[src/rtl/fetch_group_sender_pkg.sv]
// Shared definitions for the fetch group sender: FSM encoding, group geometry and predecode opcodes.
package fetch_group_sender_pkg;

  typedef enum logic [1:0] {
    ST_IDLE = 2'd0,
    ST_REQ  = 2'd1,
    ST_WAIT = 2'd2,
    ST_KILL = 2'd3
  } fetch_state_e;

  localparam int GROUP_WORDS = 4;
  localparam int FETCH_BYTES = 16;

  localparam logic [6:0] OPC_BRANCH = 7'b1100011;
  localparam logic [6:0] OPC_JAL    = 7'b1101111;

  // Lanes that still hold real words once the line is shifted down by off words.
  function automatic logic [GROUP_WORDS-1:0] lane_mask(input logic [1:0] off);
    return 4'b1111 >> off;
  endfunction

endpackage

[src/rtl/fetch_predecode.sv]
// Per-lane backward-branch / JAL detection for a lane-0-aligned fetch group; keeps only the first taken lane.
module fetch_predecode
  import fetch_group_sender_pkg::*;
(
  input  logic [63:0]  group_pc,
  input  logic [127:0] instr,
  input  logic [3:0]   valid_in,
  output logic [3:0]   valid_out,
  output logic [3:0]   taken,
  output logic [127:0] target,
  output logic         any_taken,
  output logic [63:0]  redirect_pc
);

  logic [3:0]       hit;
  logic [3:0][63:0] lane_target;

  generate
    for (genvar gi = 0; gi < 4; gi++) begin : g_lane
      logic [31:0] word;
      logic [63:0] lane_pc;
      logic [63:0] b_imm;
      logic [63:0] j_imm;
      logic        is_bwd_branch;
      logic        is_jal;

      assign word          = instr[32*gi +: 32];
      assign lane_pc       = group_pc + 64'(gi * 4);
      assign b_imm         = {{52{word[31]}}, word[7], word[30:25], word[11:8], 1'b0};
      assign j_imm         = {{44{word[31]}}, word[19:12], word[20], word[30:21], 1'b0};
      // A branch is only predicted taken when its offset is negative (bit 31 is the imm sign).
      assign is_bwd_branch = (word[6:0] == OPC_BRANCH) && word[31];
      assign is_jal        = (word[6:0] == OPC_JAL);
      assign hit[gi]       = valid_in[gi] && (is_bwd_branch || is_jal);
      assign lane_target[gi] = lane_pc + (is_jal ? j_imm : b_imm);
    end
  endgenerate

  always_comb begin
    valid_out   = valid_in;
    taken       = '0;
    target      = '0;
    any_taken   = 1'b0;
    redirect_pc = '0;
    for (int i = 0; i < 4; i++) begin
      if (any_taken) begin
        valid_out[i] = 1'b0;
      end else if (hit[i]) begin
        any_taken          = 1'b1;
        taken[i]           = 1'b1;
        target[32*i +: 32] = lane_target[i][31:0];
        redirect_pc        = lane_target[i];
      end
    end
  end

endmodule

[src/rtl/fetch_group_sender.sv]
// Ibuffer fill producer: one aligned icache access per request, delivered as a lane-0-aligned group.
// Optional BTFN prediction is enabled by defining FETCH_BTFN_PREDICT_EN.
module fetch_group_sender #(
  parameter logic [63:0] RESET_PC    = 64'h0000_0000_8000_0000,
  parameter int          GROUP_WORDS = 4
) (
  input  logic         clock,
  input  logic         reset_n,
  input  logic         fetch_inst,
  input  logic         redirect_valid,
  input  logic [63:0]  redirect_target,
  output logic         pc_index_valid,
  output logic [63:0]  pc_index,
  input  logic         pc_index_ready,
  input  logic         icache_resp_valid,
  input  logic [127:0] icache_resp_data,
  output logic         pc_operation_done,
  output logic [127:0] admin2ib_instr,
  output logic [3:0]   admin2ib_instr_valid,
  output logic [63:0]  pc,
  output logic [3:0]   admin2ib_predicttaken,
  output logic [127:0] admin2ib_predicttarget
);

  import fetch_group_sender_pkg::*;

  fetch_state_e state_reg;
  logic [63:0]  fetch_pc_reg;
  logic         req_pending_reg;
  logic [1:0]   off_reg;
  logic         done_reg;
  logic [3:0]   valid_reg;
  logic [127:0] instr_reg;
  logic [63:0]  pc_reg;
  logic [3:0]   taken_reg;
  logic [127:0] target_reg;

  logic         accept;
  logic         deliver;
  logic [127:0] shifted;
  logic [3:0]   base_valid;
  logic [63:0]  seq_pc;
  logic [3:0]   grp_valid;
  logic [3:0]   grp_taken;
  logic [127:0] grp_target;
  logic [63:0]  next_pc;

  assign accept     = (state_reg == ST_REQ) && pc_index_ready;
  assign deliver    = (state_reg == ST_WAIT) && icache_resp_valid && !redirect_valid;
  assign shifted    = icache_resp_data >> {off_reg, 5'b0};
  assign base_valid = lane_mask(off_reg);
  assign seq_pc     = {fetch_pc_reg[63:4], 4'b0} + 64'(FETCH_BYTES);

`ifdef FETCH_BTFN_PREDICT_EN
  logic        pred_hit;
  logic [63:0] pred_pc;

  fetch_predecode u_predecode (
    .group_pc    (fetch_pc_reg),
    .instr       (shifted),
    .valid_in    (base_valid),
    .valid_out   (grp_valid),
    .taken       (grp_taken),
    .target      (grp_target),
    .any_taken   (pred_hit),
    .redirect_pc (pred_pc)
  );

  assign next_pc = pred_hit ? pred_pc : seq_pc;
`else
  assign grp_valid  = base_valid;
  assign grp_taken  = '0;
  assign grp_target = '0;
  assign next_pc    = seq_pc;
`endif

  always_ff @(posedge clock or negedge reset_n) begin
    if (!reset_n) begin
      state_reg       <= ST_IDLE;
      fetch_pc_reg    <= RESET_PC;
      req_pending_reg <= 1'b0;
      off_reg         <= 2'b0;
      done_reg        <= 1'b0;
      valid_reg       <= '0;
      instr_reg       <= '0;
      pc_reg          <= RESET_PC;
      taken_reg       <= '0;
      target_reg      <= '0;
    end else begin
      done_reg  <= 1'b0;
      valid_reg <= '0;

      // A request arriving on the accept edge is a fresh one and survives the clear.
      if (redirect_valid)  req_pending_reg <= 1'b0;
      else if (fetch_inst) req_pending_reg <= 1'b1;
      else if (accept)     req_pending_reg <= 1'b0;

      case (state_reg)
        ST_IDLE: begin
          if (!redirect_valid && (req_pending_reg || fetch_inst)) state_reg <= ST_REQ;
        end
        ST_REQ: begin
          if (redirect_valid) begin
            state_reg <= pc_index_ready ? ST_KILL : ST_IDLE;
          end else if (pc_index_ready) begin
            state_reg <= ST_WAIT;
            off_reg   <= fetch_pc_reg[3:2];
          end
        end
        ST_WAIT: begin
          if (redirect_valid) begin
            state_reg <= icache_resp_valid ? ST_IDLE : ST_KILL;
          end else if (icache_resp_valid) begin
            state_reg  <= ST_IDLE;
            done_reg   <= 1'b1;
            valid_reg  <= grp_valid;
            instr_reg  <= shifted;
            pc_reg     <= fetch_pc_reg;
            taken_reg  <= grp_taken;
            target_reg <= grp_target;
          end
        end
        ST_KILL: begin
          if (icache_resp_valid) state_reg <= ST_IDLE;
        end
        default: state_reg <= ST_IDLE;
      endcase

      if (redirect_valid)  fetch_pc_reg <= redirect_target & ~64'd3;
      else if (deliver)    fetch_pc_reg <= next_pc;
    end
  end

  always_ff @(posedge clock) begin
    if (reset_n) begin
      assert (GROUP_WORDS == fetch_group_sender_pkg::GROUP_WORDS)
        else $error("fetch_group_sender: GROUP_WORDS must be 4");
    end
  end

  assign pc_index_valid         = (state_reg == ST_REQ);
  assign pc_index               = pc_index_valid ? {fetch_pc_reg[63:4], 4'b0} : 64'b0;
  // The ibuffer flushes on redirect, so a group landing in that cycle is suppressed as well.
  assign admin2ib_instr_valid   = valid_reg & {4{~redirect_valid}};
  assign pc_operation_done      = done_reg & ~redirect_valid;
  assign admin2ib_instr         = instr_reg;
  assign pc                     = pc_reg;
  assign admin2ib_predicttaken  = taken_reg;
  assign admin2ib_predicttarget = target_reg;

endmodule

[config.mk]
export PLATFORM = sky130hd
export DESIGN_NAME = fetch_group_sender
export DESIGN_NICKNAME = d
export VERILOG_FILES = /design/src/rtl/fetch_group_sender_pkg.sv /design/src/rtl/fetch_predecode.sv /design/src/rtl/fetch_group_sender.sv
export SDC_FILE = /design/constraint.sdc
export NUM_CORES = 1
export LEC_CHECK = 0
export ABC_CLOCK_PERIOD_IN_PS = 5950
export CAP_MARGIN = 40
export CORE_AREA = 3 3 229 231
export DETAILED_ROUTE_END_ITERATION = 10
export DIE_AREA = 0 0 232 234
export HOLD_SLACK_MARGIN = 0.08
export PLACE_DENSITY = 0.67
export SLEW_MARGIN = 20
export SYNTH_ARGS = -nofsm -noshare
export SYNTH_HDL_FRONTEND = slang
export SYNTH_SLANG_ARGS = --single-unit
export TNS_END_PERCENT = 50
[constraint.sdc]
create_clock -name clock -period 5.95 [get_ports clock]
set_input_delay 0.595 -clock clock [delete_from_list [all_inputs] [get_ports clock]]
set_output_delay 0.595 -clock clock [all_outputs]
set_load 0.03 [all_outputs]
======== Yosys cells after proc, flatten, opt, wreduce, memory -nomap -nowiden ========
Index checks and enable logic that the tools add are counted.
storage, ports and cells
  output and inout port bits .............. 394
  register bits after elaboration ......... 266
  word-level logic and storage cells ...... 51
  input bits .............................. 198
operators by class
  mux-type cells .......................... 20
  shift operators ......................... 2
  bitwise logic cells ..................... 3
  equality and inequality tests ........... 5
  add/sub/neg operators ................... 1
  reductions and logical operators ........ 12
operators with widths
  cell                     count
  $mux W64                 3
  $shr A128 B7 Y128        1
  $add A64 B5 Y64 const B  1
  $mux W2                  7
  $mux W4                  3
  $pmux W2 S4              1
  $mux W1                  6
  $reduce_and A3 Y1        2
  $and A4 B4 Y4            1
  $eq A2 B2 Y1 const B     2
  $logic_and A1 B1 Y1      4
  $shr A4 B2 Y4 const A    1
  $ne A3 B2 Y1 const B     1
  $reduce_bool A3 Y1       1
  $eq A2 B1 Y1 const B     1
  $logic_not A2 Y1         1
  $ne A2 B2 Y1 const B     1
  $reduce_and A2 Y1        1
  $reduce_bool A2 Y1       1
  $and A1 B1 Y1            1
  $logic_not A1 Y1         1
  $logic_or A1 B1 Y1       1
  $not A1 Y1               1

======== Logic depth before layout (Yosys ltp) ========
Gate-level depths: netlist of run 1.
  depth after elaboration ................. 5
  mapped depth ............................ 9
  mapped depth without buffers ............ 7

======== Worst setup path after synthesis of run 1 ========
Ideal clock, no wire load.
  kind .................................... input to output
  start point ............................. input port redirect_valid
  end point ............................... output port admin2ib_instr_valid[0]
  data arrival time ....................... 1721 ps
  buffers on the path ..................... 3
  stages on the path ...................... 4
  required time ........................... 5355 ps
  path slack .............................. 3634 ps
  cell sequence ........................... clkbuf_1 clkbuf_1 nor2b_1 buf_4
between the ends
  word-level cells in the longest chain between the ends .. 2
RTL lines
  what                         RTL line                   source
  from (decl)                  fetch_group_sender.sv:10   input logic redirect_valid,
  $not A1 Y1 (no source line)  -
  $and A4 B4 Y4                fetch_group_sender.sv:144  assign admin2ib_instr_valid = valid_reg & {4{~redirect_valid}};
  to (decl)                    fetch_group_sender.sv:19   output logic [3:0] admin2ib_instr_valid,
Every way passes these cells.

======== Worst setup path in the final report of run 1 ========
  start point ............................. register state_reg[0]
  end point ............................... output port pc_index[61]
between the ends
  word-level cells in the longest chain between the ends .. 2
RTL lines
  what                    RTL line                   source
  from (decl)             fetch_group_sender.sv:27   fetch_state_e state_reg;
  from (signal assigned)  fetch_group_sender.sv:104  state_reg <= pc_index_ready ? ST_KILL : ST_IDLE;
  from (signal assigned)  fetch_group_sender.sv:112  state_reg <= icache_resp_valid ? ST_IDLE : ST_KILL;
  $eq A2 B1 Y1            fetch_group_sender.sv:141  assign pc_index_valid = (state_reg == ST_REQ);
  $mux W64                fetch_group_sender.sv:142  assign pc_index = pc_index_valid ? {fetch_pc_reg[63:4], 4'b0} : 64'b0;
  to (decl)               fetch_group_sender.sv:13   output logic [63:0] pc_index,
Every way passes these cells.

==> results of run 1 <==
per-stage QoR:
| stage | setup WS [ns] | utilization, % | cells | area (sq um) |
|---|---|---|---|---|
| CTS | 2.621 | 38.88 | 2649 | 19540 |
| finish | 2.660 | 38.94 | 2656 | 19580 |
| detailed placement | 2.130 | 36.89 | 2592 | 18550 |
| global placement | 2.202 | 36.79 | 2590 | 18500 |
| floorplan | 3.634 | - | 1700 | 14450 |
| global route | 2.510 | 38.94 | 2656 | 19580 |
timing repair:
item                                    4_1_cts  5_1_grt
resized for setup                             0        0
endpoints found under the setup margin        0        0
endpoints found under the hold margin         9        0
setup buffers                                 0        0
hold buffers                                  1        0
cells by family after synthesis:
logic type	after synthesis
AND/OR/NAND/NOR	656
flip-flops	261
AO/OA/AOI/OAI	252
buffers and inverters	252
multiplexers	99
XOR/XNOR	41
adder cells (fa/ha/maj)	1
other	1
critical path: stages, from the launching register on:
cell and delay (ns):
dfrtp_1 0.42, nor2b_4 0.28, buf_4 0.44, and2_1 0.20, clkdlybuf4s50_1 0.71
synth_stat cells (2+ instances only):
| cell | n |
|---|---|
| xor2_1 | 13 |
| nand3b_1 | 2 |
| dfrtp_1 | 259 |
| nor3_1 | 13 |
| nor4_1 | 17 |
| and4_1 | 2 |
| a31oi_1 | 16 |
| or4_1 | 4 |
| nand2_1 | 409 |
| xnor2_1 | 28 |
| mux2_2 | 34 |
| mux2i_1 | 65 |
| inv_1 | 8 |
| a21oi_1 | 35 |
| nand4_1 | 21 |
| a22o_1 | 32 |
| clkbuf_1 | 92 |
| nand3_1 | 20 |
| and2_1 | 60 |
| or3_1 | 18 |
| and3_1 | 6 |
| o31ai_1 | 32 |
| o211ai_1 | 33 |
| dfstp_2 | 2 |
| buf_4 | 139 |
| nor2_1 | 67 |
| nor2b_1 | 7 |
| buf_2 | 3 |
| o21ai_0 | 100 |
| nand4b_1 | 2 |
| clkbuf_2 | 2 |
| buf_1 | 6 |
| nor4b_1 | 3 |
path summary, 6_finish.rpt:
| check | start | endpoint | slack, ns | cells after the start |
|---|---|---|---|---|
| worst max-delay path | state_reg[0]$_DFFE_PN0P_ | pc_index[61] | 2.66 | 4 |
| worst min-delay path | pc[31]$_DFFE_PN1P_ | pc[31]$_DFFE_PN1P_ | 0.46 | 2 |
| worst max register to register | state_reg[0]$_DFFE_PN0P_ | fetch_pc_reg[54]$_DFFE_PN0P_ | 3.04 | 5 |
| worst min register to register | pc[31]$_DFFE_PN1P_ | pc[31]$_DFFE_PN1P_ | 0.46 | 2 |
| max in group asynchronous | reset_n | admin2ib_instr[81]$_DFFE_PN0P_ | 3.84 | 3 |
| min in group asynchronous | reset_n | pc[32]$_DFFE_PN0P_ | 0.63 | 2 |
power by group:
part           internal (mW)  switching, mW
combinational           2.00           2.95
clock                   1.09          0.771
sequential              2.44          0.541
total                   5.53           4.26
layout make-up:
class / instances / area, sq um / area share [%]
timing repair buffer: 464 / 4687 / 23.94
sequential: 261 / 6541 / 33.41
multi-input combinational: 1187 / 6466 / 33.03
clock inverter: 4 / 23.77 / 0.1214
antenna: 6 / 15.01 / 0.07669
inverter: 10 / 40.04 / 0.2045
clock buffer: 52 / 964.7 / 4.927
tap: 672 / 840.8 / 4.294
per-layer routing:
metal  share of wire (%)  wire [um]  vias to the layer above  global-route usage [%]
met1                  38      19420                     5925                   21.04
li1                    -          -                     5801                       -
met3                 8.6       4328                       92                   4.580
met4                 3.8       1902                        2                   7.204
met2                  49      24870                      553                   30.48
met5               0.022         11                        -                       0
==> results by group, run 1 <==
Global route
  • GR Util All Layers: 17.69%
  • First-pass GRT wire length: 74890 um
  • Initial antenna violation count: 11
  • Largest net degree at the start of global routing: 203
  • Vias in the first global route: 12110
  • Final global-route overflow total: 0

Timing
  • Final setup violation count: 0
  • Final Slew Violations: 0
  • Setup TNS: 0 ns
  • Worst Max-Slew Pin Slew: 1.022 ns
  • Relative slew margins: 31.86%
  • Unrepaired setup endpoints after global routing: no
  • Worst hold slack: 0.4637 ns
  • Crit share post-route: 55.29%
  • Skew final: 0.01047 ns
  • Final min period: 3.290 ns
  • Fmax: 304.0 MHz
  • Hold Fails Final Rpt: 0

Finish
  • Syn-to-layout area delta: 40.53%
  • Share of cells above drive strength 1: 5.511%
  • Layout net count: 2154
  • Number of flip-flops in the largest register: 128
  • Commonest non-fill, non-tap cells in the layout: clkdlybuf4s50_1 (449), nand2_1 (408), dfrtp_1 (257)
  • Commonest non-fill, non-tap cell in the layout: clkdlybuf4s50_1
  • Fill count: 5054

Run
  • Max-capacitance violation count: 0

Placement
  • Port buffer count: 451
  • Detail Placement HPWL: 37040 um
  • Routability cong.: 0.9053

Logic synthesis
  • XOR/XNOR Fraction of Synth Area: 2.577%
  • Number of synthesized flops with an enable pin: 0
  • Synth Flop Type: dfrtp_1
  • Largest family of logic cells by synthesized area: simple AND/OR/NAND/NOR gates
  • Avg Inst Size Synth: 8.914 sq um
  • Cells after synthesis: 1563
  • Yosys reg bits: 261
  • Library cells used by synthesis: 46
  • Async S/R FF share, synth: 100.0%
  • Post-synth top area share: 46.52%
  • Largest cells by area after synthesis: dfrtp_1 (47%), nand2_1 (11%), buf_4 (7.5%)
  • Proportion of synthesized area in mux cells: 7.418%
  • Compound-gate portion of the synthesized area: 11.33%
  • Post-Syn Area: 13930 sq um
  • Post-synthesis sequential area ratio: 46.90%
  • Area leader, netlist: dfrtp_1
  • Simple-gate share of the synthesized area: 21.08%
  • Post-Synth Adder-Cell Area: 0.08981%
  • Synth warn: 0

Clock tree
  • CTS root buf: clkbuf_16
  • CTS clk-pin slew, worst paths: 0.06 ns
  • Num CTS Buffers: 31
  • Worst skew pair latency: 0.57 ns
  • CTS tree: done
  • # clock sinks: 261
  • CTS H-tree depth: 1
  • Clk buf depth: 3

Route
  • Post-DR vias/cell: 4.659
  • Routed Antenna Nets: 0
  • Via Count: 12370
  • Drc violations: 0
  • Final wirelength: 50540 um
  • TritonRoute pass-1 iters: 4
  • Drt wl/cell: 19.03 um
  • DR iter-0 viols: 770

Critical path
  • Worst-path fanout max: 55
  • Worst EP arrival: 2.69 ns
  • Startpoint Class: flop
  • Required @ worst endpoint: 5.36 ns
  • Critical Path Sink Type: primary output
  • Critical path class: reg -> out

Die
  • Die Span Y: 234 um
  • Die extent in x: 232 um
  • Die area: 54290 sq um
  • Core ar.: 50270 sq um
  • Io pins: 592
  • Initial Utilization: 27.71%
  • FP Rows: 82

Min path
  • Worst hold path type: reg -> reg

Power and ir drop
  • Leak pwr: 8.450 nW
  • Design Power: 9.789 mW
  • Max rail drop VDD: 269.0 uV
  • Pwr/cell area: 500.0 nW/um^2

Outcome
  • Status: finished clean
Note: power is estimated with default switching activity, not from simulation.
==> run 2: changes to the inputs <==
- ABC_CLOCK_PERIOD_IN_PS: 5950 -> 3000
- PLACE_DENSITY: 0.67 -> 0.69
- clock period: 5.95 -> 3 ns (I/O delays scaled with it)
==> run 2 against run 1 <==
Against the previous run:
- final cell count up 1.1%
- largest cell class unchanged
- register-to-register slack worse by 2.7 ns
- power up 100%
- sequential share of layout area down 0.58 points
- die area unchanged
- routed wire length up 0.88%
- non-clock buffer count up 29
==> results by group, run 2 (same netlist as run 1, synthesis figures left out) <==
Clock tree
  • CTS root buf: clkbuf_16
  • CTS tree: done
  • CTS H-tree depth: 1
  • Post_cts resized: 0
  • Num CTS Buffers: 31
  • Worst skew pair latency: 0.56 ns
  • # clock sinks: 261
  • CTS clk-pin slew, worst paths: 0.06 ns
  • Clk buf depth: 3

Route
  • DR iter-0 viols: 774
  • Post-DR vias/cell: 4.709
  • TritonRoute pass-1 iters: 5
  • Final wirelength: 50990 um
  • Routed Antenna Nets: 0
  • Drt wl/cell: 18.99 um
  • Drc violations: 0
  • Via Count: 12640

Placement
  • Detail Placement HPWL: 37730 um
  • Routability cong.: 0.8841
  • Dpl cells: 2621
  • Port buffer count: 451

Die
  • Die Span Y: 234 um
  • Die area: 54290 sq um
  • Initial Utilization: 27.71%
  • FP Rows: 82
  • Core ar.: 50270 sq um
  • Io pins: 592
  • Die extent in x: 232 um

Critical path
  • Startpoint Class: flop
  • CP startpoint: state_reg[0]$_DFFE_PN0P_
  • R2R Setup Slk: 0.38 ns
  • Critical path class: reg -> out
  • Bufs and invs on worst path: 1
  • Slowest CP cell: clkdlybuf4s50_1
  • Worst-path fanout max: 10
  • Reg2reg path depth: 5
  • Family with the most delay on the worst path: simple AND/OR/NAND/NOR gates
  • Reg2reg end: fetch_pc_reg[54]$_DFFE_PN0P_
  • Worst EP arrival: 2.47 ns
  • Cell Chain, Critical Path: nor2b_2, and2_1, clkdlybuf4s50_1
  • Critical Path Sink Type: primary output
  • Reg-to-Reg Start: fetch_pc_reg[34]$_DFFE_PN0P_
  • Required @ worst endpoint: 2.70 ns
  • Critical Path Max Stage Delay: 0.68 ns

Finish
  • Commonest non-fill, non-tap cell in the layout: clkdlybuf4s50_1
  • Number of flip-flops in the largest register: 128
  • Share of cells above drive strength 1: 7.218%
  • Post-layout util: 39.63%
  • Footprint of the multi-input gates: 6475 sq um
  • Fin cells: 2685
  • Syn-to-layout area delta: 43.00%
  • Layout net count: 2184
  • Fill count: 5015
  • Seq. cell area: 6541 sq um
  • Commonest non-fill, non-tap cells in the layout: clkdlybuf4s50_1 (449), nand2_1 (408), dfrtp_1 (257)

Timing
  • Final setup violation count: 0
  • Worst Max-Slew Pin Slew: 0.8092 ns
  • Crit share post-route: 92.32%
  • Worst hold slack: 0.2570 ns
  • Hold Fails Final Rpt: 0
  • Skew final: 0.01107 ns
  • Unrepaired setup endpoints after global routing: no
  • Fmax: 361.1 MHz
  • Setup TNS: 0 ns
  • Final Slew Violations: 0
  • Final min period: 2.770 ns
  • Relative slew margins: 45.55%

Power and ir drop
  • Switching Share: 43.03%
  • Clock power share: 20.5%
  • Reg power frac: 29.2%
  • Leak pwr: 8.639 nW
  • Power Internal: 11.37 mW
  • P_sw: 8.583 mW
  • Design Power: 19.95 mW
  • Max rail drop VDD: 421.4 uV
  • Logic pwr share: 50.3%
  • Pwr/cell area: 1001 nW/um^2

Global route
  • Largest net degree at the start of global routing: 123
  • First-pass GRT wire length: 76000 um
  • GR Util All Layers: 17.84%
  • Initial antenna violation count: 7
  • Final global-route overflow total: 0
  • Vias in the first global route: 12670

Min path
  • Worst hold path type: in -> reg
  • Hold depth: 3
  • Hold EP: fetch_pc_reg[29]$_DFFE_PN0P_
  • Worst Hold Launch: redirect_valid

Outcome
  • Status: finished clean

Run
  • Max-capacitance violation count: 0
[run 2: changes by cell type in the layout (fill, tap and decap cells not counted), sizes merged]
cell,previous run,this run
nor2b,7,8
diode,6,4
clkinv,5,9
bufinv,0,6
inv,9,11
clkinvlp,0,2
clkbuf,52,39
buf,14,43
[run 2: through the flow]
stage	worst slack [ns]	cell area, sq um
3_5_place_dp	0.3650	18790
5_1_grt	0.1071	19920
6_report	0.2305	19920
3_3_place_gp	0.4061	18790
2_1_floorplan	0.8411	14450
4_1_cts	0.04818	19910
[run 2: what timing repair did]
item	CTS	global route
buffers inserted	0	1
hold endpoints to repair	51	0
endpoints found under the setup margin	7	17
gates cloned	1	0
hold buffers	1	0
[run 2: worst max-delay path by stage]
stage	to	slack (ns)	depth (start not counted)
after floorplan	fetch_pc_reg[62]$_DFFE_PN0P_	0.84	7
after global placement	fetch_pc_reg[54]$_DFFE_PN0P_	0.41	6
after detailed placement	fetch_pc_reg[56]$_DFFE_PN0P_	0.37	6
after CTS	pc_index[24]	0.05	4
after global routing	pc_index[16]	0.11	3
final	pc_index[20]	0.23	3
[run 2: worst reg2reg max path, delay by kind of cell (launching register included)]
family	cells	cell delay [ns]
flip-flops	1	0.51
AO/OA/AOI/OAI	1	0.16
AND/OR/NAND/NOR	4	1.87
[run 2: final cells by class]
cell class	count	share of cell area, %
Antenna cell	4	0.05024
Clock buffer	39	4.195
Clock inverter	18	1.306
Inverter	10	0.2010
Multi-Input combinational cell	1188	32.50
Sequential cell	261	32.83
Tap cell	672	4.220
Timing Repair Buffer	493	24.69
[run 2: power by group through the flow]
stage | combinational [mW] | clock (mW) | sequential [mW]
3_3_place_gp | 9.96 | 0 | 5.80
2_1_floorplan | 3.60 | 0 | 7.99
3_5_place_dp | 10.0 | 0 | 5.86
6_report | 10.0 | 4.09 | 5.82
4_1_cts | 10.1 | 4.20 | 5.83
5_1_grt | 10.7 | 4.33 | 6.01
[run 2: layer usage]
layer	vias to the layer above	GRT usage (%)	part of all wire, %
met5	-	0	0
met4	0	6.255	3.2
met3	81	4.410	8.4
met2	551	31.15	49
met1	6141	21.42	39
li1	5871	-	-
